[src/rtl/key_led_ctrl_pkg.sv]
// Shared definitions for the key/LED controller: per-channel mode encoding
// and a helper that tells whether a mode keeps per-channel state.
package key_led_pkg;

  typedef logic [1:0] mode_t;

  localparam mode_t MODE_FOLLOW = 2'd0;
  localparam mode_t MODE_TOGGLE = 2'd1;
  localparam mode_t MODE_BLINK  = 2'd2;
  localparam mode_t MODE_RSVD   = 2'd3;

  function automatic logic mode_uses_st(input mode_t m);
    return (m == MODE_TOGGLE) || (m == MODE_BLINK);
  endfunction

endpackage

[src/rtl/key_led_ctrl_debounce.sv]
// One key channel: 2-FF synchroniser, stability counter and a registered
// one-cycle press pulse generated after the debounced level falls.
module key_debounce
  import key_led_pkg::*;
#(
  parameter int DEBOUNCE_CYC = 1000000
) (
  input  logic sys_clk,
  input  logic sys_rst,
  input  logic key_raw,
  output logic key_db,
  output logic press
);

  localparam int                CNT_W    = $clog2(DEBOUNCE_CYC);
  localparam logic [CNT_W-1:0] CNT_LAST = CNT_W'(DEBOUNCE_CYC - 1);
  localparam logic [CNT_W-1:0] CNT_ONE  = CNT_W'(1);

  logic             r_sync1;
  logic             r_sync2;
  logic [CNT_W-1:0] r_cnt;
  logic             r_key_db;
  logic             r_db_prev;
  logic             r_press;

  always_ff @(posedge sys_clk) begin
    if (sys_rst) begin
      r_sync1 <= 1'b1;
      r_sync2 <= 1'b1;
    end else begin
      r_sync1 <= key_raw;
      r_sync2 <= r_sync1;
    end
  end

  // Accept the synced level only after it has differed for DEBOUNCE_CYC edges.
  always_ff @(posedge sys_clk) begin
    if (sys_rst) begin
      r_cnt    <= '0;
      r_key_db <= 1'b1;
    end else if (r_sync2 == r_key_db) begin
      r_cnt    <= '0;
    end else if (r_cnt == CNT_LAST) begin
      r_cnt    <= '0;
      r_key_db <= r_sync2;
    end else begin
      r_cnt    <= r_cnt + CNT_ONE;
    end
  end

  always_ff @(posedge sys_clk) begin
    if (sys_rst) begin
      r_db_prev <= 1'b1;
      r_press   <= 1'b0;
    end else begin
      r_db_prev <= r_key_db;
      r_press   <= r_db_prev & ~r_key_db;
    end
  end

  assign key_db = r_key_db;
  assign press  = r_press;

endmodule

[src/rtl/key_led_ctrl.sv]
// N_CH debounced push-button channels, each driving an LED in FOLLOW,
// TOGGLE or BLINK mode; blinking channels share one phase generator.
module key_led_ctrl
  import key_led_pkg::*;
#(
  parameter int N_CH         = 4,
  parameter int DEBOUNCE_CYC = 1000000,
  parameter int BLINK_CYC    = 25000000
) (
  input  logic                sys_clk,
  input  logic                sys_rst,
  input  logic [N_CH-1:0]     key,
  input  logic [2*N_CH-1:0]   mode,
  output logic [N_CH-1:0]     key_db,
  output logic [N_CH-1:0]     press,
  output logic [N_CH-1:0]     led
);

  localparam int                BLK_W    = $clog2(BLINK_CYC);
  localparam logic [BLK_W-1:0] BLK_LAST = BLK_W'(BLINK_CYC - 1);
  localparam logic [BLK_W-1:0] BLK_ONE  = BLK_W'(1);

  logic [N_CH-1:0]   w_key_db;
  logic [N_CH-1:0]   w_press;
  logic [N_CH-1:0]   w_st_nxt;
  logic [N_CH-1:0]   w_led_nxt;

  logic [BLK_W-1:0]  r_blink_cnt;
  logic              r_phase;
  logic [2*N_CH-1:0] r_mode;
  logic [N_CH-1:0]   r_st;
  logic [N_CH-1:0]   r_led;

  genvar gi;
  generate
    for (gi = 0; gi < N_CH; gi++) begin : g_ch
      key_debounce #(
        .DEBOUNCE_CYC (DEBOUNCE_CYC)
      ) u_debounce (
        .sys_clk (sys_clk),
        .sys_rst (sys_rst),
        .key_raw (key[gi]),
        .key_db  (w_key_db[gi]),
        .press   (w_press[gi])
      );
    end
  endgenerate

  // Shared blink timebase; the phase flips on every wrap.
  always_ff @(posedge sys_clk) begin
    if (sys_rst) begin
      r_blink_cnt <= '0;
      r_phase     <= 1'b0;
    end else if (r_blink_cnt == BLK_LAST) begin
      r_blink_cnt <= '0;
      r_phase     <= ~r_phase;
    end else begin
      r_blink_cnt <= r_blink_cnt + BLK_ONE;
    end
  end

  // A mode change clears st and swallows a coincident press.
  always_comb begin
    w_st_nxt  = '0;
    w_led_nxt = '0;
    for (int i = 0; i < N_CH; i++) begin
      if (mode[2*i +: 2] != r_mode[2*i +: 2]) begin
        w_st_nxt[i] = 1'b0;
      end else if (mode_uses_st(mode_t'(r_mode[2*i +: 2]))) begin
        w_st_nxt[i] = r_st[i] ^ w_press[i];
      end else begin
        w_st_nxt[i] = 1'b0;
      end

      case (mode_t'(r_mode[2*i +: 2]))
        MODE_FOLLOW: w_led_nxt[i] = ~w_key_db[i];
        MODE_TOGGLE: w_led_nxt[i] = r_st[i];
        MODE_BLINK:  w_led_nxt[i] = r_st[i] & r_phase;
        MODE_RSVD:   w_led_nxt[i] = 1'b0;
        default:     w_led_nxt[i] = 1'b0;
      endcase
    end
  end

  always_ff @(posedge sys_clk) begin
    if (sys_rst) begin
      r_mode <= '0;
      r_st   <= '0;
      r_led  <= '0;
    end else begin
      r_mode <= mode;
      r_st   <= w_st_nxt;
      r_led  <= w_led_nxt;
    end
  end

  assign key_db = w_key_db;
  assign press  = w_press;
  assign led    = r_led;

endmodule

[config.mk]
export PLATFORM = sky130hd
export DESIGN_NAME = key_led_ctrl
export DESIGN_NICKNAME = d
export VERILOG_FILES = /design/src/rtl/key_led_ctrl_pkg.sv /design/src/rtl/key_led_ctrl_debounce.sv /design/src/rtl/key_led_ctrl.sv
export SDC_FILE = /design/constraint.sdc
export NUM_CORES = 1
export LEC_CHECK = 0
export ABC_AREA = 1
export CAP_MARGIN = 10
export CORE_MARGIN = 4
export CORE_UTILIZATION = 30
export CTS_CLUSTER_SIZE = 10
export DETAILED_ROUTE_END_ITERATION = 8
export HOLD_SLACK_MARGIN = 0.1
export SETUP_SLACK_MARGIN = 0.02
export SLEW_MARGIN = 5
export SYNTH_ARGS = -nofsm -noshare
export SYNTH_HDL_FRONTEND = slang
export SYNTH_SLANG_ARGS = --single-unit
[constraint.sdc]
create_clock -name sys_clk -period 3.35 [get_ports sys_clk]
set_clock_uncertainty 0.05 [all_clocks]
set_input_delay 0.335 -clock sys_clk [delete_from_list [all_inputs] [get_ports sys_clk]]
set_output_delay 0.335 -clock sys_clk [all_outputs]
set_load 0.1 [all_outputs]
* Yosys cells after proc, flatten, opt, wreduce, memory -nomap -nowiden
Cells that the tools add are included.
Operators by class: add/sub/neg operators 5, equal/unequal tests 25, mux-type cells 4, bitwise operators 25, reduce and logical (&&, ||, !) cells 21
Operators by type and width (count):
- $add 20x1->20 const B | 4
- $eq 20x20->1 const B | 4
- $add 25x1->25 const B | 1
- $eq 25x25->1 const B | 1
- $reduce_or 3->1 | 8
- $eq 2x2->1 const B | 8
- $pmux 1 s4 | 4
- $not 1->1 | 13
- $and 1x1->1 | 8
- $eq 2x1->1 const B | 4
- $logic_not 2->1 | 4
- $ne 2x2->1 | 4
- $reduce_and 2->1 | 4
- $eq 1x1->1 | 4
- $logic_or 1x1->1 | 4
- $xor 1x1->1 | 4
- $reduce_or 2->1 | 1
Word-level totals: bits in registers 142

* Longest topological paths before layout
depth after elaboration 4, gate-level depth with buffers 9, gate-level depth less buffers 9

* Hierarchy
Synthesis repeated with hierarchy kept, for this count alone.
Second synthesis, totals: cells, all modules 934, area total of the unflattened synthesis 6977.9 um^2
By module, submodules not included:
- key_debounce | times used 4, cells an instance 159, area an instance 1203.7 um^2, seq. area each 500.5 um^2
- key_led_ctrl | times used 1, cells an instance 298, area an instance 2163.3 um^2, seq. area each 840.8 um^2

* Least setup slack after synthesis
Ideal clock, no wire load.
path kind register to register, start register r_blink_cnt[0], end register r_blink_cnt[14], arrival 1.320 ns, path slack 1.859 ns, stages on the path, launching flop included 8, buffers on the path 1, cells stage by stage dfxtp_1 > ha_1 > nand3_2 > nor2_4 > nand3_2 > o21ai_4 > buf_6 > a21oi_1
On the way: cells in the longest elaborated chain, start to end 2
Ends and longest elaborated chain:
- start: declaration | RTL line key_led_ctrl.sv:28 | logic [BLK_W-1:0] r_blink_cnt;
- start signal: assignment | RTL line key_led_ctrl.sv:58 | r_blink_cnt <= r_blink_cnt + BLK_ONE;
- parallel branches: the longest is 2 deep, another holds $add 25x1->25
Several ways; the timed one is not identified. A chain may end at the register's enable or synchronous reset.

* Final worst setup path
start register g_ch[2].u_debounce.r_key_db, end output key_db[2]
RTL lines:
- start: declaration | RTL line key_led_ctrl_debounce.sv:22 | logic r_key_db;
- start signal: assignment | RTL line key_led_ctrl_debounce.sv:45 | r_key_db <= r_sync2;
- end: declaration | RTL line key_led_ctrl.sv:14 | output logic [N_CH-1:0] key_db,
No word-level cell between the ends.

==> results.py <==
metrics = {
    "run_status": {
        "status": "complete, no violations",
    },
    "clock_tree": {
        "cts_inserted_buffers": 17,
        "cts.repair.resized": 0,
        "clkLatencyLatePin_ps": 420,
        "cts_setup_buffers": 0,
        "cts_sinks": 142,
        "ctsHoldBuffers": 0,
        "path_clk_slew_ps": 60,
        "cts_tree": "yes",
        "clockRootBuffer": "clkbuf_16",
        "htreeDepth": 4,
        "cts_buffer_depth": 2,
    },
    "finish": {
        "syn_to_final_growth_pct": 15.8,
        "finalNonFillerCells": 1331,
        "design_area_sq_um": 8050,
        "most-common-layout-cells": "nand2_1, nor2_1, dfxtp_1",
        "mostFrequentLayoutCell": "nand2_1",
        "final_net_count": 1063,
        "layout-drive-gt1-share_pct": 6.70,
    },
    "synth": {
        "syn_avg_cell_area_sq_um": 6.93,
        "ys_types": 35,
        "syn_nets": 1035,
        "yosysWarnings": 0,
        "synth_top_family_by_area": "simple AND/OR/NAND/NOR gates",
        "synth_area_sq_um": 6950,
        "syn-instance-count": 1004,
        "ys_ff_latch": 142,
        "synth_compound_area_share_pct": 5.87,
        "ys_seq_area_share_pct": 40.9,
        "synthAdderAreaFrac_pct": 3.06,
        "synthMuxAreaShare_pct": 0,
        "synth_xor_area_share_pct": 6.17,
        "yosys.area_share.simple_pct": 36.2,
    },
    "route": {
        "wl_per_cell_um": 11.1,
        "routed_via_density": 4.49,
        "drc": 0,
        "drt-initial-drc-count": 317,
        "ant_nets": 0,
        "drt-pass1-iter-count": 5,
        "vias": 5970,
        "routed_wl_mm": 14.8,
    },
    "die": {
        "fp.dieH_um": 160,
        "initial_utilization_pct": 30.6,
        "dieWidth_um": 160,
        "dieArea_sq_um": 25700,
        "placementRows": 55,
        "ios": 26,
        "core_area_sq_um": 22700,
    },
    "pwr": {
        "p_seq_share_pct": 46.2,
        "p_clk_share_pct": 51.5,
        "p_per_area_nw_per_um2": 461,
        "switching_share_pct": 22.1,
        "ir_drop_mv": 0.264,
        "p_int_w": 0.00289,
        "p_comb_share_pct": 2.3,
        "p_leak_nw": 2.72,
        "switchingPower_w": 0.000820,
    },
    "place": {
        "hpwl_mm": 10.8,
        "place.gp.congestion": 0.842,
        "port_buffers": 25,
        "dp.cells": 1298,
        "place_area_sq_um": 7440,
    },
    "sta": {
        "tightest_slew_ps": 980,
        "finalHoldViolCount": 0,
        "tns_ps": 0,
        "clock.fmax_mhz": 415,
        "setup_viol": 0,
        "drv_slew": 0,
        "grt_setup_unrepaired": "false",
        "maxSlewHeadroom_pct": 34.4,
        "post-route-min-period_ps": 2410,
        "post-route-period-util_pct": 71.9,
    },
    "setup_path": {
        "cp.arrival_ps": 2020,
        "cp.buffers_inverters": 1,
        "slowest_stage": "clkdlybuf4s50_1",
        "crit_required_ps": 2960,
        "crit_family": "buffers and inverters",
        "slowest_delay_ps": 1180,
        "crit_type": "reg -> out",
        "critical_path.startpoint_type": "flip-flop",
        "cp-end-kind": "primary output",
        "crit_fanout": 5,
        "crit_path_cell_trace": "clkdlybuf4s50_1",
    },
    "worst_hold_path": {
        "hold_path_class": "reg -> reg",
    },
    "global_routing": {
        "grt_max_degree": 25,
        "grt_pass1_vias": 5505,
        "grt.total_usage_pct": 11.9,
        "grt_pass1_wl_mm": 25.6,
        "overflow": 0,
        "antenna_found_initial": 0,
    },
    "run": {
        "drv_cap": 0,
    },
}
per-stage QoR:
step                      util [%]  hold slack, ps  power, W  setup slack [ps]
final                         35.5             361   0.00371               942
after floorplan                  -             339   0.00180              1860
after global placement        32.8             343   0.00184               861
after CTS                     35.4             362   0.00378               907
after detailed placement      32.8             350   0.00184               848
after global routing          35.4             367   0.00387               868
path summary, 6_finish.rpt:
path / from / end / slack (ps) / cells past startpoint
worst max-delay path: g_ch[2].u_debounce.key_db / key_db[2] / 940 / 1
worst min-delay path: g_ch[3].u_debounce.r_db_prev / g_ch[3].u_debounce.press / 360 / 2
worst max register to register: g_ch[0].u_debounce.r_cnt[0] / g_ch[0].u_debounce.r_cnt[12] / 1290 / 6
worst min register to register: g_ch[3].u_debounce.r_db_prev / g_ch[3].u_debounce.press / 360 / 2
routing by layer:
metal	track usage, %	part of all wire, %	up-vias	wire [um]
li1	-	-	3204	-
met1	16.0	52	2686	7650
met2	19.1	44	71	6540
met3	3.17	3.6	9	532
met4	3.05	0.78	0	115
met5	0	0	-	0
synth_stat cells (all sizes together):
master	instances	area share, %
nand2	242	13
nor2	235	13
dfxtp	142	41
inv	108	5.8
nand3	74	5.8
a21oi	45	3.5
xor2	30	3.8
or2	19	1.7
xnor2	19	2.4
ha	17	3.1
nand4	17	1.5
buf	15	1.8
o21ai	11	0.95
nor3	7	0.50
o22ai	5	0.45
o21bai	4	0.43
clkbuf	3	0.16
o221ai	3	0.38
and2	2	0.20
a31oi	1	0.090
and3	1	0.090
clkinv	1	0.054
nand2b	1	0.090
nand3b	1	0.11
o21a	1	0.11
sequential cells by signal, indices dropped and copies added, names as in the netlist:
signal                     cells
g_ch.u_debounce.r_cnt         80
r_blink_cnt                   25
r_mode                         8
g_ch.u_debounce.key_db         4
g_ch.u_debounce.press          4
g_ch.u_debounce.r_db_prev      4
g_ch.u_debounce.r_sync1        4
g_ch.u_debounce.r_sync2        4
led                            4
r_st                           4
r_phase                        1
area by class of cell:
cell class,instances,area [sq um]
Sequential cell,142,2840
Fill cell,2408,14700
Clock inverter,13,155
Timing Repair Buffer,27,265
Multi-Input combinational cell,735,3570
Inverter,109,409
Antenna cell,1,2.50
Tap cell,285,357
Clock buffer,19,453
cell families after synthesis:
family / Yosys count
AOI/OAI and AO/OA: 70
buffers and inverters: 127
adders and majority gates: 17
DFF: 142
and+or+nand+nor: 599
xor gates and xnor gates: 49
power by group through the flow:
| stage | Sequential (W) | Combinational [W] | Clock, W |
|---|---|---|---|
| after detailed placement | 0.00175 | 0.0000861 | 0 |
| after CTS | 0.00171 | 0.0000871 | 0.00197 |
| final | 0.00171 | 0.0000849 | 0.00191 |
| after global routing | 0.00171 | 0.0000981 | 0.00205 |
| after global placement | 0.00175 | 0.0000849 | 0 |
| after floorplan | 0.00175 | 0.0000554 | 0 |
Power figures use the tool's default switching activity.
